<file path="src/rtl/mealy_pattern_pkg.sv">
// Shared types, default sizing and the pattern-length legality rule for the
// programmable Mealy pattern detector.
package mealy_pattern_pkg;

    localparam int unsigned DEF_MAX_LEN = 8;
    localparam int unsigned DEF_LEN_W   = 4;
    localparam int unsigned DEF_CNT_W   = 8;

    typedef enum logic [0:0] {
        StIdle,
        StRun
    } state_t;

    // A length is usable when the pattern has at least one bit and fits the history.
    function automatic logic len_legal(input int unsigned len, input int unsigned max_len);
        return (len >= 1) && (len <= max_len);
    endfunction

endpackage

</file>
<file path="src/rtl/mealy_pattern_detector_sat_counter.sv">
// Saturating up-counter with synchronous clear; clear beats a simultaneous increment.
module sat_counter #(
    parameter int unsigned WIDTH = 8
) (
    input  logic             clock,
    input  logic             reset,
    input  logic             inc,
    input  logic             clr,
    output logic [WIDTH-1:0] count
);

    logic [WIDTH-1:0] count_q;

    always_ff @(posedge clock or posedge reset) begin
        if (reset) begin
            count_q <= '0;
        end else if (clr) begin
            count_q <= '0;
        end else if (inc && (count_q != '1)) begin
            count_q <= count_q + WIDTH'(1);
        end
    end

    assign count = count_q;

endmodule

</file>
<file path="src/rtl/mealy_pattern_detector.sv">
// Runtime-programmable serial pattern detector: z fires in the same cycle as the
// final matching bit, compared against recorded history masked to the loaded length.
module mealy_pattern_detector
    import mealy_pattern_pkg::*;
#(
    parameter int unsigned MAX_LEN = DEF_MAX_LEN,
    parameter int unsigned LEN_W   = DEF_LEN_W,
    parameter int unsigned CNT_W   = DEF_CNT_W
) (
    input  logic               clock,
    input  logic               reset,
    input  logic               x,
    input  logic               x_valid,
    input  logic               load,
    input  logic [MAX_LEN-1:0] pat,
    input  logic [LEN_W-1:0]   pat_len,
    input  logic               overlap,
    input  logic               count_clr,
    output logic               z,
    output logic [CNT_W-1:0]   match_count,
    output logic               armed,
    output logic               cfg_err
);

    localparam logic [LEN_W-1:0] FILL_MAX = LEN_W'(MAX_LEN - 1);

    state_t               state_q;
    logic [MAX_LEN-1:0]   pat_q;
    logic [LEN_W-1:0]     len_q;
    logic                 ovl_q;
    logic                 cfg_err_q;
    logic [MAX_LEN-2:0]   hist_q;
    logic [LEN_W-1:0]     fill_q;

    logic [MAX_LEN-1:0]   window;
    logic [MAX_LEN-1:0]   mask;
    logic                 accept;
    logic                 fill_ok;
    logic                 hit;
    logic                 load_legal;

    assign window     = {hist_q, x};
    assign accept     = (state_q == StRun) && x_valid && !load;
    // len_q is never 0 in StRun, so the subtraction cannot wrap while accept is high.
    assign fill_ok    = fill_q >= (len_q - LEN_W'(1));
    assign load_legal = len_legal(32'(pat_len), MAX_LEN);

    always_comb begin
        mask = '0;
        for (int unsigned i = 0; i < MAX_LEN; i++) begin
            mask[i] = (i < 32'(len_q));
        end
    end

    assign hit = ((window ^ pat_q) & mask) == '0;
    assign z   = accept && fill_ok && hit;

    always_ff @(posedge clock or posedge reset) begin
        if (reset) begin
            state_q   <= StIdle;
            pat_q     <= '0;
            len_q     <= '0;
            ovl_q     <= 1'b0;
            cfg_err_q <= 1'b0;
            hist_q    <= '0;
            fill_q    <= '0;
        end else if (load) begin
            hist_q <= '0;
            fill_q <= '0;
            if (load_legal) begin
                state_q   <= StRun;
                pat_q     <= pat;
                len_q     <= pat_len;
                ovl_q     <= overlap;
                cfg_err_q <= 1'b0;
            end else begin
                state_q   <= StIdle;
                cfg_err_q <= 1'b1;
            end
        end else if (accept) begin
            hist_q <= window[MAX_LEN-2:0];
            // Non-overlapping mode restarts the fill so old bits cannot join the next match.
            if (z && !ovl_q) begin
                fill_q <= '0;
            end else if (fill_q < FILL_MAX) begin
                fill_q <= fill_q + LEN_W'(1);
            end
        end
    end

    assign armed   = (state_q == StRun);
    assign cfg_err = cfg_err_q;

    sat_counter #(
        .WIDTH (CNT_W)
    ) u_match_cnt (
        .clock (clock),
        .reset (reset),
        .inc   (z),
        .clr   (count_clr),
        .count (match_count)
    );

endmodule

</file>
<file path="config.mk">
export PLATFORM = sky130hd
export DESIGN_NAME = mealy_pattern_detector
export DESIGN_NICKNAME = d
export VERILOG_FILES = /design/src/rtl/mealy_pattern_pkg.sv /design/src/rtl/mealy_pattern_detector_sat_counter.sv /design/src/rtl/mealy_pattern_detector.sv
export SDC_FILE = /design/constraint.sdc
export NUM_CORES = 1
export LEC_CHECK = 0
export BUFFER_PORTS_ARGS = -buffer_cell sky130_fd_sc_hd__buf_4
export CORE_UTILIZATION = 50
export CTS_CLUSTER_SIZE = 12
export DETAILED_ROUTE_END_ITERATION = 7
export GPL_TIMING_DRIVEN = 1
export HOLD_SLACK_MARGIN = 0.15
export PLACE_DENSITY = 0.76
export SLEW_MARGIN = 30
export SYNTH_ARGS = -nofsm -noshare
export SYNTH_HDL_FRONTEND = slang
export SYNTH_SLANG_ARGS = --single-unit
</file>
<file path="constraint.sdc">
create_clock -name clock -period 2.4 [get_ports clock]
set_clock_uncertainty 0.2 [all_clocks]
set_input_delay 0.24 -clock clock [delete_from_list [all_inputs] [get_ports clock]]
set_output_delay 0.24 -clock clock [all_outputs]
set_load 0.01 [all_outputs]
</file>
Yosys cells after proc, flatten, opt, wreduce, memory -nomap -nowiden
Index checks and enable logic that the tools add are counted.

storage, ports and cells
  output and inout port bits = 11
  register bits = 34
  logic and storage cells = 51
  input port bits = 19

operators by class
  bitwise operators = 2
  reduce and logical (&&, ||, !) cells = 15
  eq/ne operators = 1
  order comparisons = 12
  $add $sub $neg = 3
  muxes and demuxes = 10

operators with widths
  operator             number
  $lt 3x4->1 const A   4
  $mux 4               4
  $mux 8               2
  $mux 7               2
  $add 8x1->8 const B  1
  $and 8x8->8          1
  $logic_not 8->1      1
  $lt 1x4->1 const A   2
  $lt 2x4->1 const A   2
  $ne 8x8->1 const B   1
  $xor 8x8->8          1
  $logic_and 1x1->1    7
  $add 4x1->4 const B  1
  $ge 4x1->1 const B   1
  $ge 4x4->1           1
  $le 4x4->1 const B   1
  $lt 4x3->1 const B   1
  $reduce_and 2->1     2
  $reduce_bool 2->1    2
  $sub 4x1->4 const B  1
  $reduce_bool 3->1    1
  $logic_not 1->1      2
  $mux 1               2

Depth between registers and ports, before layout
  depth after elaboration = 8
  gate-level depth with buffers = 11
  gate-level depth less buffers = 10

By module
Synthesis repeated with hierarchy kept, for this count alone.

unflattened totals
  cells, all modules = 188
  area, all modules = 2008.2 µm²

by module, submodules not included
  module                  area an instance (µm²)  sequential area each (µm²)  cells an instance  times used
  mealy_pattern_detector  1503.9                  650.6                       139                1
  sat_counter             504.2                   200.2                       49                 1

Least setup slack after synthesis
OpenSTA, ideal clock, no wires.

  path type = register -> register
  from = register len_q[0]
  to = register u_match_cnt.count_q[5], in the netlist u_match_cnt.count[5]
  required time = 2.072 ns
  arrival = 2.065 ns
  setup slack = 0.007 ns
  period minus slack after synthesis = 2.393 ns
  stages on the path, launching flop included = 11
  buffers on the path = 1
  library setup time = 0.128 ns
  path through = dfrtp_1 -> inv_1 -> ha_1 -> xnor2_1 -> ha_1 -> o21ai_0 -> o21bai_1 -> nand4_1 -> buf_4 -> nor4_2 -> mux2_1

on the way
  cells in the longest elaborated chain, start to end = 6
  elaborated cells between the ends (all ways) = 16
  classes of those cells = 1 x add/sub; 9 x order compare; 1 x bitwise; 5 x reduce/logical

ends and longest elaborated chain
  what                                                  RTL line                                                    text
  from (decl)                                           mealy_pattern_detector.sv:29                                logic [LEN_W-1:0] len_q;
  from (signal assigned)                                mealy_pattern_detector.sv:73                                len_q <= pat_len;
  $sub 4x1->4 (tied with other cells)                   mealy_pattern_detector.sv:45                                assign fill_ok = fill_q >= (len_q - LEN_W'(1));
  $ge 4x4->1 or $and 8x8->8 (tied branches)             mealy_pattern_detector.sv:45, mealy_pattern_detector.sv:55
  $logic_and 1x1->1 or $logic_not 8->1 (tied branches)  mealy_pattern_detector.sv:56, mealy_pattern_detector.sv:55
  $logic_and 1x1->1 (*)                                 mealy_pattern_detector.sv:56                                assign z = accept && fill_ok && hit;
  $logic_and 1x1->1 (*)                                 mealy_pattern_detector_sat_counter.sv:19                    end else if (inc && (count_q != '1)) begin
  $reduce_bool 2->1 (no line) (*)                       --
  to (signal assigned)                                  mealy_pattern_detector_sat_counter.sv:20                    count_q <= count_q + WIDTH'(1);
  to (decl)                                             mealy_pattern_detector_sat_counter.sv:12                    logic [WIDTH-1:0] count_q;

Mark *: on every way between the ends. The rest lies on a longest branch, timed or not.
A chain may end at the register's enable or synchronous reset.

Worst setup path after layout
  from = register len_q[1]
  to = output port z

on the way
  cells in the longest elaborated chain, start to end = 4
  elaborated cells between the ends (all ways) = 14
  classes of those cells = 1 x add/sub; 9 x order compare; 1 x bitwise; 3 x reduce/logical

ends and longest elaborated chain
  what                                                  RTL line                                                    text
  $sub 4x1->4 (tied with other cells)                   mealy_pattern_detector.sv:45
  $ge 4x4->1 or $and 8x8->8 (tied branches)             mealy_pattern_detector.sv:45, mealy_pattern_detector.sv:55
  $logic_and 1x1->1 or $logic_not 8->1 (tied branches)  mealy_pattern_detector.sv:56, mealy_pattern_detector.sv:55
  $logic_and 1x1->1 (*)                                 mealy_pattern_detector.sv:56
  to (decl)                                             mealy_pattern_detector.sv:19                                output logic z,

Marks and branches as above.

==> metrics <==
library cell used as clock root buffer clkbuf_4; maximum clock frequency 392 MHz; HP Class in2reg; leading post-synthesis cells by cell area dfrtp_1, mux2_2, ha_1; maximum fanout encountered on the critical timing path 8; standard cell area after detailed placement 0.00213 mm^2; most instantiated flip-flop cell in the synthesis netlist dfrtp_1; endpoint of the most critical register-to-register path u_match_cnt.count[5]; cell accounting for the most synthesized area dfrtp_1; gate count after technology mapping 187; Setup crit end z; Worst VDD drop 0.348 mV; #FFs+latches synth 34; number of nets in the layout 276; Routed WL 4.36 mm; Critical Path Start len_q[1]; die width 62.5 um; max_slew headroom 0.569; Worst Max-Slew Pin Slew 0.643 ns; Antenna Cells 0; arrival time at the worst endpoint 2.11 ns; final weighted congestion in routability-driven placement 0.849; number of global-route vias before repair 1515; worst hold slack 0.212 ns; Vias 1606; grt total ovfl 0; setup ws final -0.153 ns; LEAKAGE 1.12 nW; Skew-Pair Late Insertion Delay 0.34 ns; cell count of the worst reg-to-reg path 7; maximum number of pins on one net before global-route repair 35; Yosys Warn Count 0; detailed placement HPWL 2.68 mm; average size of a mapped cell 9.80 um^2; layout cells sized above 1 0.349; Critical Setup Path Class reg2out; number of violations of the max-capacitance limit 0; placeable core area 0.00342 mm^2; share of the synthesized area in the top cell type 0.464; Rows 21; overall track demand over capacity in global routing 0.231; library cells used by synthesis 39; post-synthesis async set-or-reset flop share 1.00; Die Height 62.5 um; Die Outline Area 0.00391 mm^2; Inserted Clock Buffers 5; Iter 0 DRT Violations 77; antenna violations before repair 0; final number of hold-violating endpoints 0; area growth from synthesis to final layout 37.7%; routed length per placed instance 14.8 um; Setup Viol. Count Final 8; worst-case clock buffer depth 2; first-pass GRT wire length 7.01 mm; number of enable-type register cells in the synthesized netlist 0; count of placed standard cells in the final layout, fillers left out 295; total DRC errors in the routed layout 0; max incr delay on CP 0.44 ns; shortest clock period the worst path allows after layout 2.55 ns; Port-buffer cells 29; setup repair after global routing missed its margin true; Sink Count 34; H-tree levels 2; total power of the final layout 0.00134 W; first-pass iteration count of the detailed router 4; number of max-slew violations in the final report 0; worst setup slack for register-to-register paths -0.13 ns; via/cell ratio 5.44; Most common cell on crit path buf_6; proportion of synthesized chip area in sequential cells 0.464; CP Capture Type primary output; highest-delay cell along the critical path dfrtp_1; placed cell count 262; Mapped Nets 215; clock-pin slew reported for the worst setup and hold paths after clock tree synthesis 0.10 ns; violations in the final reports setup timing; Antenna Violating Nets Remaining 0; starting density of the core 0.537; nature of the critical path startpoint flop; reg2reg start len_q[1]; required time reported for the critical path endpoint 1.96 ns; final critical-path share of the clock period 1.06; io pins 30; outcome finished, violations left; area of all placed cells without fillers 0.00252 mm^2; number of inserted filler cells in the final layout 244; power per unit of standard cell area 530 mW/mm^2; clock tree from TritonCTS built; ordered cell list for the critical path ha_2 -> or3_1 -> a222oi_1 -> nand4_1 -> buf_6 -> inv_4 -> buf_6; mapped cell area 0.00183 mm^2
-- flip-flops by register name, summed over array words and instances, names as in the netlist --
signal,cells
u_match_cnt.count,8
cfg_err,1
armed,1
pat_q,8
hist_q,7
len_q,4
ovl_q,1
fill_q,4
-- worst max-delay path, delay by kind of cell, from the launching register on --
| family | cells | cell delay, ns |
|---|---|---|
| buffers and inverters | 3 | 0.31 |
| adders and majority gates | 1 | 0.22 |
| AOI/OAI and AO/OA | 1 | 0.35 |
| DFF | 1 | 0.44 |
| and+or+nand+nor | 2 | 0.46 |
-- cell type report --
type	count	area, um^2	share of cell area
multi-input combinational	135	990	0.392
sequential	34	852	0.338
timing repair buffer	63	528	0.209
tap	46	57.6	0.0228
clock buffer	7	55.1	0.0218
inverter	9	36.3	0.0144
clock inverter	1	5.00	0.00198
-- synthesized netlist by cell type, drive strengths merged (2+ instances only) --
master and count:
o31ai 2, ha 9, nand2 23, o21ai 7, or4 3, nor3 6
clkbuf 7, xnor2 7, nor2 11, nand3 5, a21oi 18, or3 3
nor2b 2, or2 2, inv 9, mux2 15, nand4 2, nand2b 2
buf 2, dfrtp 34, nor4 2, xor2 4
-- cells in the final DEF, fill, tap and decap left out, types with 2 or more instances in the layout --
master / instances
o21ai_1: 3
xnor2_1: 6
dlygate4sd3_1: 19
nor2b_1: 2
nand2_1: 23
ha_1: 7
nand2b_1: 2
or2_2: 2
a21oi_2: 2
inv_1: 6
or3_1: 2
nand4_1: 2
clkbuf_4: 5
a21oi_1: 16
inv_2: 2
buf_4: 42
nor3_2: 3
buf_6: 2
mux2_2: 13
o21ai_0: 3
xor2_1: 4
nor2_1: 10
nor3_1: 3
or4_1: 3
nand3_1: 4
dfrtp_1: 33
-- through the flow --
stage | util | setup WS [ns] | setup TNS, ns
floorplan | - | 0.00696 | 0
global placement | 0.623 | -0.0233 | -0.0361
detailed placement | 0.623 | -0.121 | -0.548
CTS | 0.717 | -0.139 | -0.466
global route | 0.739 | -0.297 | -2.34
finish | 0.739 | -0.153 | -0.817
-- logic make-up after synthesis --
group                    count (synthesis)  synth area share
AO/OA/AOI/OAI                           37             0.119
XOR/XNOR                                11            0.0526
adder cells (fa/ha/maj)                  9            0.0614
buffers and inverters                   18            0.0437
flip-flops                              34             0.464
multiplexers                            15            0.0921
AND/OR/NAND/NOR                         63             0.167
-- metal layers --
metal | part of all wire | global-route usage
met1 | 0.42 | 0.274
met2 | 0.52 | 0.414
met3 | 0.050 | 0.0456
met4 | 0.013 | 0.0785
met5 | 0 | 0
-- where the power goes --
group          total, W  switching [W]  leakage [nW]  internal [W]
clock          0.000330       0.000188        0.0353      0.000142
sequential     0.000666      0.0000470         0.441      0.000619
combinational  0.000341       0.000145         0.645      0.000196
-- worst min-delay path by stage --
stage          slack (ns)  depth (start not counted)        end  startpoint
2_1_floorplan        0.17                          2   len_q[3]  pat_len[3]
3_3_place_gp         0.16                          3    cfg_err       reset
3_5_place_dp         0.17                          3   pat_q[0]       reset
4_1_cts              0.20                          5  hist_q[4]     x_valid
5_1_grt              0.24                          5  hist_q[4]     x_valid
6_report             0.21                          5  hist_q[4]     x_valid
-- timing repair --
action,CTS,global route
resized for setup,12,16
hold buffers,19,0
hold endpoints to repair,67,0
pin swaps,10,6
buffers inserted,3,3
endpoints found under the setup margin,10,13
Power figures use the tool's default switching activity.
